**src/rtl/odd_parity_frame_rx_pkg.sv**
```systemverilog
// Shared constants and state encoding for the odd-parity frame receiver.
package odd_parity_frame_rx_pkg;

  localparam int DATA_W_DEF = 8;
  localparam int FRAME_W    = DATA_W_DEF + 1;

  localparam logic [1:0] ST_IDLE  = 2'd0;
  localparam logic [1:0] ST_SHIFT = 2'd1;
  localparam logic [1:0] ST_STOP  = 2'd2;

  typedef enum logic [1:0] {
    IDLE  = ST_IDLE,
    SHIFT = ST_SHIFT,
    STOP  = ST_STOP
  } rx_state_e;

endpackage

```
**src/rtl/odd_parity_frame_rx_shift_reg.sv**
```systemverilog
// Right-shift register: new bits enter at the MSB, first bit ends in [0].
module rx_shift_reg #(
  parameter int W = 9
) (
  input  logic         clk,
  input  logic         clr_i,
  input  logic         shift_i,
  input  logic         bit_i,
  output logic [W-1:0] data_o
);

  logic [W-1:0] data_q;

  always_ff @(posedge clk) begin
    if (clr_i) begin
      data_q <= '0;
    end else if (shift_i) begin
      data_q <= {bit_i, data_q[W-1:1]};
    end
  end

  assign data_o = data_q;

endmodule

```
**src/rtl/odd_parity_frame_rx.sv**
```systemverilog
// Framing receiver: start bit, DATA_W data bits, parity bit, stop bit.
module odd_parity_frame_rx
  import odd_parity_frame_rx_pkg::*;
#(
  parameter int DATA_W = DATA_W_DEF
) (
  input  logic            clk,
  input  logic            reset,
  input  logic            bit_en,
  input  logic            rx_in,
  output logic [DATA_W:0] frame_out,
  output logic            frame_valid,
  output logic            framing_err,
  output logic            busy
);

  localparam int FW    = DATA_W + 1;
  localparam int CNT_W = $clog2(DATA_W + 2);

  rx_state_e        state_q, state_d;
  logic [CNT_W-1:0] cnt_q, cnt_d;
  logic [FW-1:0]    frame_q, frame_d;
  logic             valid_q, valid_d;
  logic             err_q, err_d;
  logic             start_clr;
  logic             shift_en;
  logic [FW-1:0]    sreg;

  rx_shift_reg #(
    .W(FW)
  ) u_sreg (
    .clk    (clk),
    .clr_i  (reset | start_clr),
    .shift_i(shift_en),
    .bit_i  (rx_in),
    .data_o (sreg)
  );

  always_comb begin
    state_d   = state_q;
    cnt_d     = cnt_q;
    frame_d   = frame_q;
    valid_d   = 1'b0;
    err_d     = 1'b0;
    start_clr = 1'b0;
    shift_en  = 1'b0;
    unique case (state_q)
      IDLE: begin
        if (bit_en && !rx_in) begin
          cnt_d     = '0;
          start_clr = 1'b1;
          state_d   = SHIFT;
        end
      end
      SHIFT: begin
        if (bit_en) begin
          shift_en = 1'b1;
          cnt_d    = cnt_q + 1'b1;
          // Parity bit is the last of the DATA_W+1 shifts
          if (cnt_q == CNT_W'(DATA_W)) begin
            state_d = STOP;
          end
        end
      end
      STOP: begin
        if (bit_en) begin
          state_d = IDLE;
          if (rx_in) begin
            frame_d = sreg;
            valid_d = 1'b1;
          end else begin
            err_d = 1'b1;
          end
        end
      end
      default: state_d = IDLE;
    endcase
  end

  always_ff @(posedge clk) begin
    if (reset) begin
      state_q <= IDLE;
      cnt_q   <= '0;
      frame_q <= '0;
      valid_q <= 1'b0;
      err_q   <= 1'b0;
    end else begin
      state_q <= state_d;
      cnt_q   <= cnt_d;
      frame_q <= frame_d;
      valid_q <= valid_d;
      err_q   <= err_d;
    end
  end

  assign frame_out   = frame_q;
  assign frame_valid = valid_q;
  assign framing_err = err_q;
  assign busy        = (state_q != IDLE);

endmodule

```
**config.mk**
```make
export PLATFORM = sky130hd
export DESIGN_NAME = odd_parity_frame_rx
export DESIGN_NICKNAME = d
export VERILOG_FILES = /design/src/rtl/odd_parity_frame_rx_pkg.sv /design/src/rtl/odd_parity_frame_rx_shift_reg.sv /design/src/rtl/odd_parity_frame_rx.sv
export SDC_FILE = /design/constraint.sdc
export NUM_CORES = 1
export LEC_CHECK = 0
export ABC_AREA = 0
export CAP_MARGIN = 20
export CORE_UTILIZATION = 46
export CTS_CLUSTER_DIAMETER = 80
export DETAILED_ROUTE_END_ITERATION = 12
export GPL_TIMING_DRIVEN = 0
export PLACE_DENSITY = 0.81
export RECOVER_POWER = 100
export SETUP_SLACK_MARGIN = 0.3
export SLEW_MARGIN = 15
export SYNTH_ARGS = -nofsm -noshare
export SYNTH_HDL_FRONTEND = slang
export SYNTH_SLANG_ARGS = --single-unit
```
**constraint.sdc**
```tcl
create_clock -name clk -period 1.3 [get_ports clk]
set_clock_uncertainty 0.2 [all_clocks]
set_input_delay 0.26 -clock clk [delete_from_list [all_inputs] [get_ports clk]]
set_output_delay 0.26 -clock clk [all_outputs]
set_load 0.01 [all_outputs]
```
==> results of run 1 <==
## cell families (layout without fill, tap and decap cells)
group	after synthesis	after routing
mux	8	8
simple gates	49	49
flops	26	26
compound gates	19	20
fa+ha+maj	2	2
buf+inv	9	42
## what timing repair did
action,in CTS,in global routing
hold buffers,0,0
pin swaps,31,2
gates cloned,2,0
buffers inserted,12,4
gates resized for setup,110,4
endpoints found under the setup margin,38,38
## worst max-delay path, stage by stage (launching register included)
cell      delay, ns
dfxtp_4        0.38
buf_6          0.12
buf_6          0.11
nand3b_1       0.16
buf_6          0.17
mux2i_2        0.19
nor2_1         0.07
## routing by layer
metal,vias up,GRT usage,routed length [µm]
met1,468,0.328,1220
met3,8,0.0370,104
li1,464,-,-
met2,29,0.417,1380
met5,-,0,0
met4,0,0.0810,63
## registers in the layout, indices dropped and copies added (netlist names)
| name | count |
|---|---|
| state_q | 2 |
| cnt_q | 4 |
| framing_err | 1 |
| frame_out | 9 |
| u_sreg.data_o | 9 |
| frame_valid | 1 |
## report_power, final
group          leakage, nW  switching, mW  internal (mW)
Combinational        0.393         0.0817         0.0720
Clock               0.0138          0.224          0.108
Sequential           0.218        0.00558          0.798
## per-stage QoR
stage | worst slack, ns | cells | utilization | cell area (µm²)
2_1_floorplan | -0.0479 | 113 | - | 1090
3_3_place_gp | -0.537 | 153 | 0.615 | 1250
3_5_place_dp | -0.557 | 153 | 0.615 | 1250
4_1_cts | -0.216 | 170 | 0.758 | 1550
5_1_grt | -0.254 | 174 | 0.779 | 1590
6_report | -0.219 | 174 | 0.779 | 1590
## cell usage after synthesis
library cell   n
o21ai_0        1
or2_2          1
o22a_1         1
clkbuf_1       2
or4_1          1
mux2i_1        8
nor3_1         4
buf_2          2
o21bai_4       1
a2111oi_0      1
nand3b_1       1
nand2b_1       2
dfxtp_1       26
or2b_1         1
nand3_1        1
inv_1          4
a21oi_1       11
nor2b_1        2
nand2_1       19
nor2_1        11
buf_4          1
ha_1           2
or4_4          1
and4b_1        1
nand2b_4       1
a211oi_1       1
o31ai_1        2
nand4b_1       3
a21oi_2        1
## worst max path at each step
stage | start | end | slack, ns
after global placement | rx_in | cnt_q[3] | -0.54
after CTS | state_q[1] | busy | -0.22
final | state_q[1] | u_sreg.data_o[1] | -0.22
after global routing | state_q[1] | u_sreg.data_o[1] | -0.25
after floorplan | state_q[1] | cnt_q[2] | -0.05
after detailed placement | rx_in | cnt_q[3] | -0.56
## cell type report
cell class,instances,area (µm²)
multi-input combinational,79,643
sequential,26,546
fill,132,450
timing repair buffer,30,289
buffer,5,42.5
tap,27,33.8
clock buffer,3,22.5
inverter,4,15.0
==> metrics.md, run 1 <==
| Metric | Value |
|---|---|
| Failing checks | `setup timing` |
| Synth Instances | `113` |
| Cell variety after synth | `29` |
| Synth Area in Adders | `0.0239` |
| Top Ports | `16` |
| Seq/Total Area, Yosys | `0.498` |
| Share of cells above drive strength 1 | `0.592` |
| Tcrit/Tclk final | `1.17` |
| CP Data Required Time | `1.31 ns` |
| ANT nets after route | `0` |
| First-pass GRT wire length | `4.64 mm` |
| Clock root buffer | `clkbuf_4` |
| Total wire length | `2.76 mm` |
| Min-delay src | `bit_en` |
| CP endpoint kind | `flip-flop` |
| Area Growth Syn to Fin | `52.2%` |
| Die H | `49.7 µm` |
| Wirelength per Cell | `15.9 µm` |
| Simple-gate share of the synthesized area | `0.242` |
| CTS sink cnt | `26` |
| Reg-to-Reg Start | `state_q[1]` |
| Commonest non-fill, non-tap cell in the layout | `buf_6` |
| # setup viols final | `25` |
| RSZ-0062 raised after global routing | `yes` |
| CTS tree | `built` |
| Largest net degree at the start of global routing | `14` |
| F_max | `658 MHz` |
| Clk_lat worst skew | `0.31 ns` |
| Synthesized net count | `119` |
| Detailed Route Iter0 Violations | `27` |
| CP Launch Type | `flip-flop` |
| FF+latch count, synth | `26` |
| Most frequent cells in the layout | `buf_6 (21), dfxtp_1 (12), nor2_1 (11), dfxtp_2 (11), nand2_1 (10)` |
| H-tree levels | `1` |
| Hpwl dp | `1.43 mm` |
| Pwr Total | `1.29 mW` |
| # Max-Cap Violations | `0` |
| Most area-consuming cells after synthesis | `dfxtp_1 (50%), mux2i_1 (7.7%), nand2_1 (6.8%)` |
| Worst Tran Pin Value | `0.492 ns` |
| Post-synthesis compound-gate area fraction | `0.122` |
| TritonRoute pass-1 iters | `4` |
| Worst-path clk slew | `0.13 ns` |
| Setup TNS Final | `-3.39 ns` |
| Pwr/cell area | `810 nW/µm²` |
| Num rows | `16` |
| Clock tree buffer depth | `2` |
| GPL Wtd Cong | `0.792` |
| Antenna violations before repair | `0` |
| Path depth of the worst reg2reg path | `6` |
| Final hold slack | `0.0141 ns` |
| Vias | `969` |
| Reg2reg setup slack | `-0.22 ns` |
| Hold path cells | `3` |
| Final hold viol count | `0` |
| Status | `complete, but fails checks` |
| Leakage power | `0.624 nW` |
| Worst EP arrival | `1.53 ns` |
| Critical Path Fanout Max | `10` |
| RR Endpoint | `u_sreg.data_o[1]` |
| Antenna cells | `0` |
| Inserted Clock Buffers | `3` |
| Fin worst setup slack | `-0.219 ns` |
| Cell taking the most area after synthesis | `dfxtp_1` |
| Fin crit period | `1.52 ns` |
| Slew Limit Fails | `0` |
| Starting density of the core | `0.512` |
| Overflow left after global routing | `0` |
| Port Buf Inserts | `13` |
| VDD IR max | `0.657 mV` |
| Setup CP Type | `reg -> reg` |
| Synth top area share | `0.498` |
| Slew HR | `0.672` |
| Gr usage total | `0.250` |
| Post-layout net count | `155` |
| # DRC | `0` |
| Vias/cell | `5.57` |
| Post-Synth XOR/XNOR Area | `0` |
| Die extent in x | `49.7 µm` |
| Synthesized area | `1050 µm²` |
| Synth Area per Inst | `9.26 µm²` |
| Die ar. | `2470 µm²` |
| Hold Path Class | `in -> reg` |
| Multiplexer share of the synthesized area | `0.0766` |
| Synth Warn # | `0` |
| Core box area | `2040 µm²` |
| Vias in the first global route | `940` |
| Main combinational cell family by area after synthesis | `simple AND/OR/NAND/NOR gates` |
| Worst hold endpoint | `frame_valid` |
Power figures use the tool's default switching activity.
==> run 2: changes to the inputs <==
--- a/config.mk
+++ b/config.mk
@@ -11,6 +11,7 @@
 export CTS_CLUSTER_DIAMETER = 80
 export DETAILED_ROUTE_END_ITERATION = 12
 export GPL_TIMING_DRIVEN = 0
+export HOLD_SLACK_MARGIN = 0.02
 export PLACE_DENSITY = 0.81
 export RECOVER_POWER = 100
 export SETUP_SLACK_MARGIN = 0.3
==> results of run 2 <==
Final layout, timing and power as in run 1 (identical DEF).
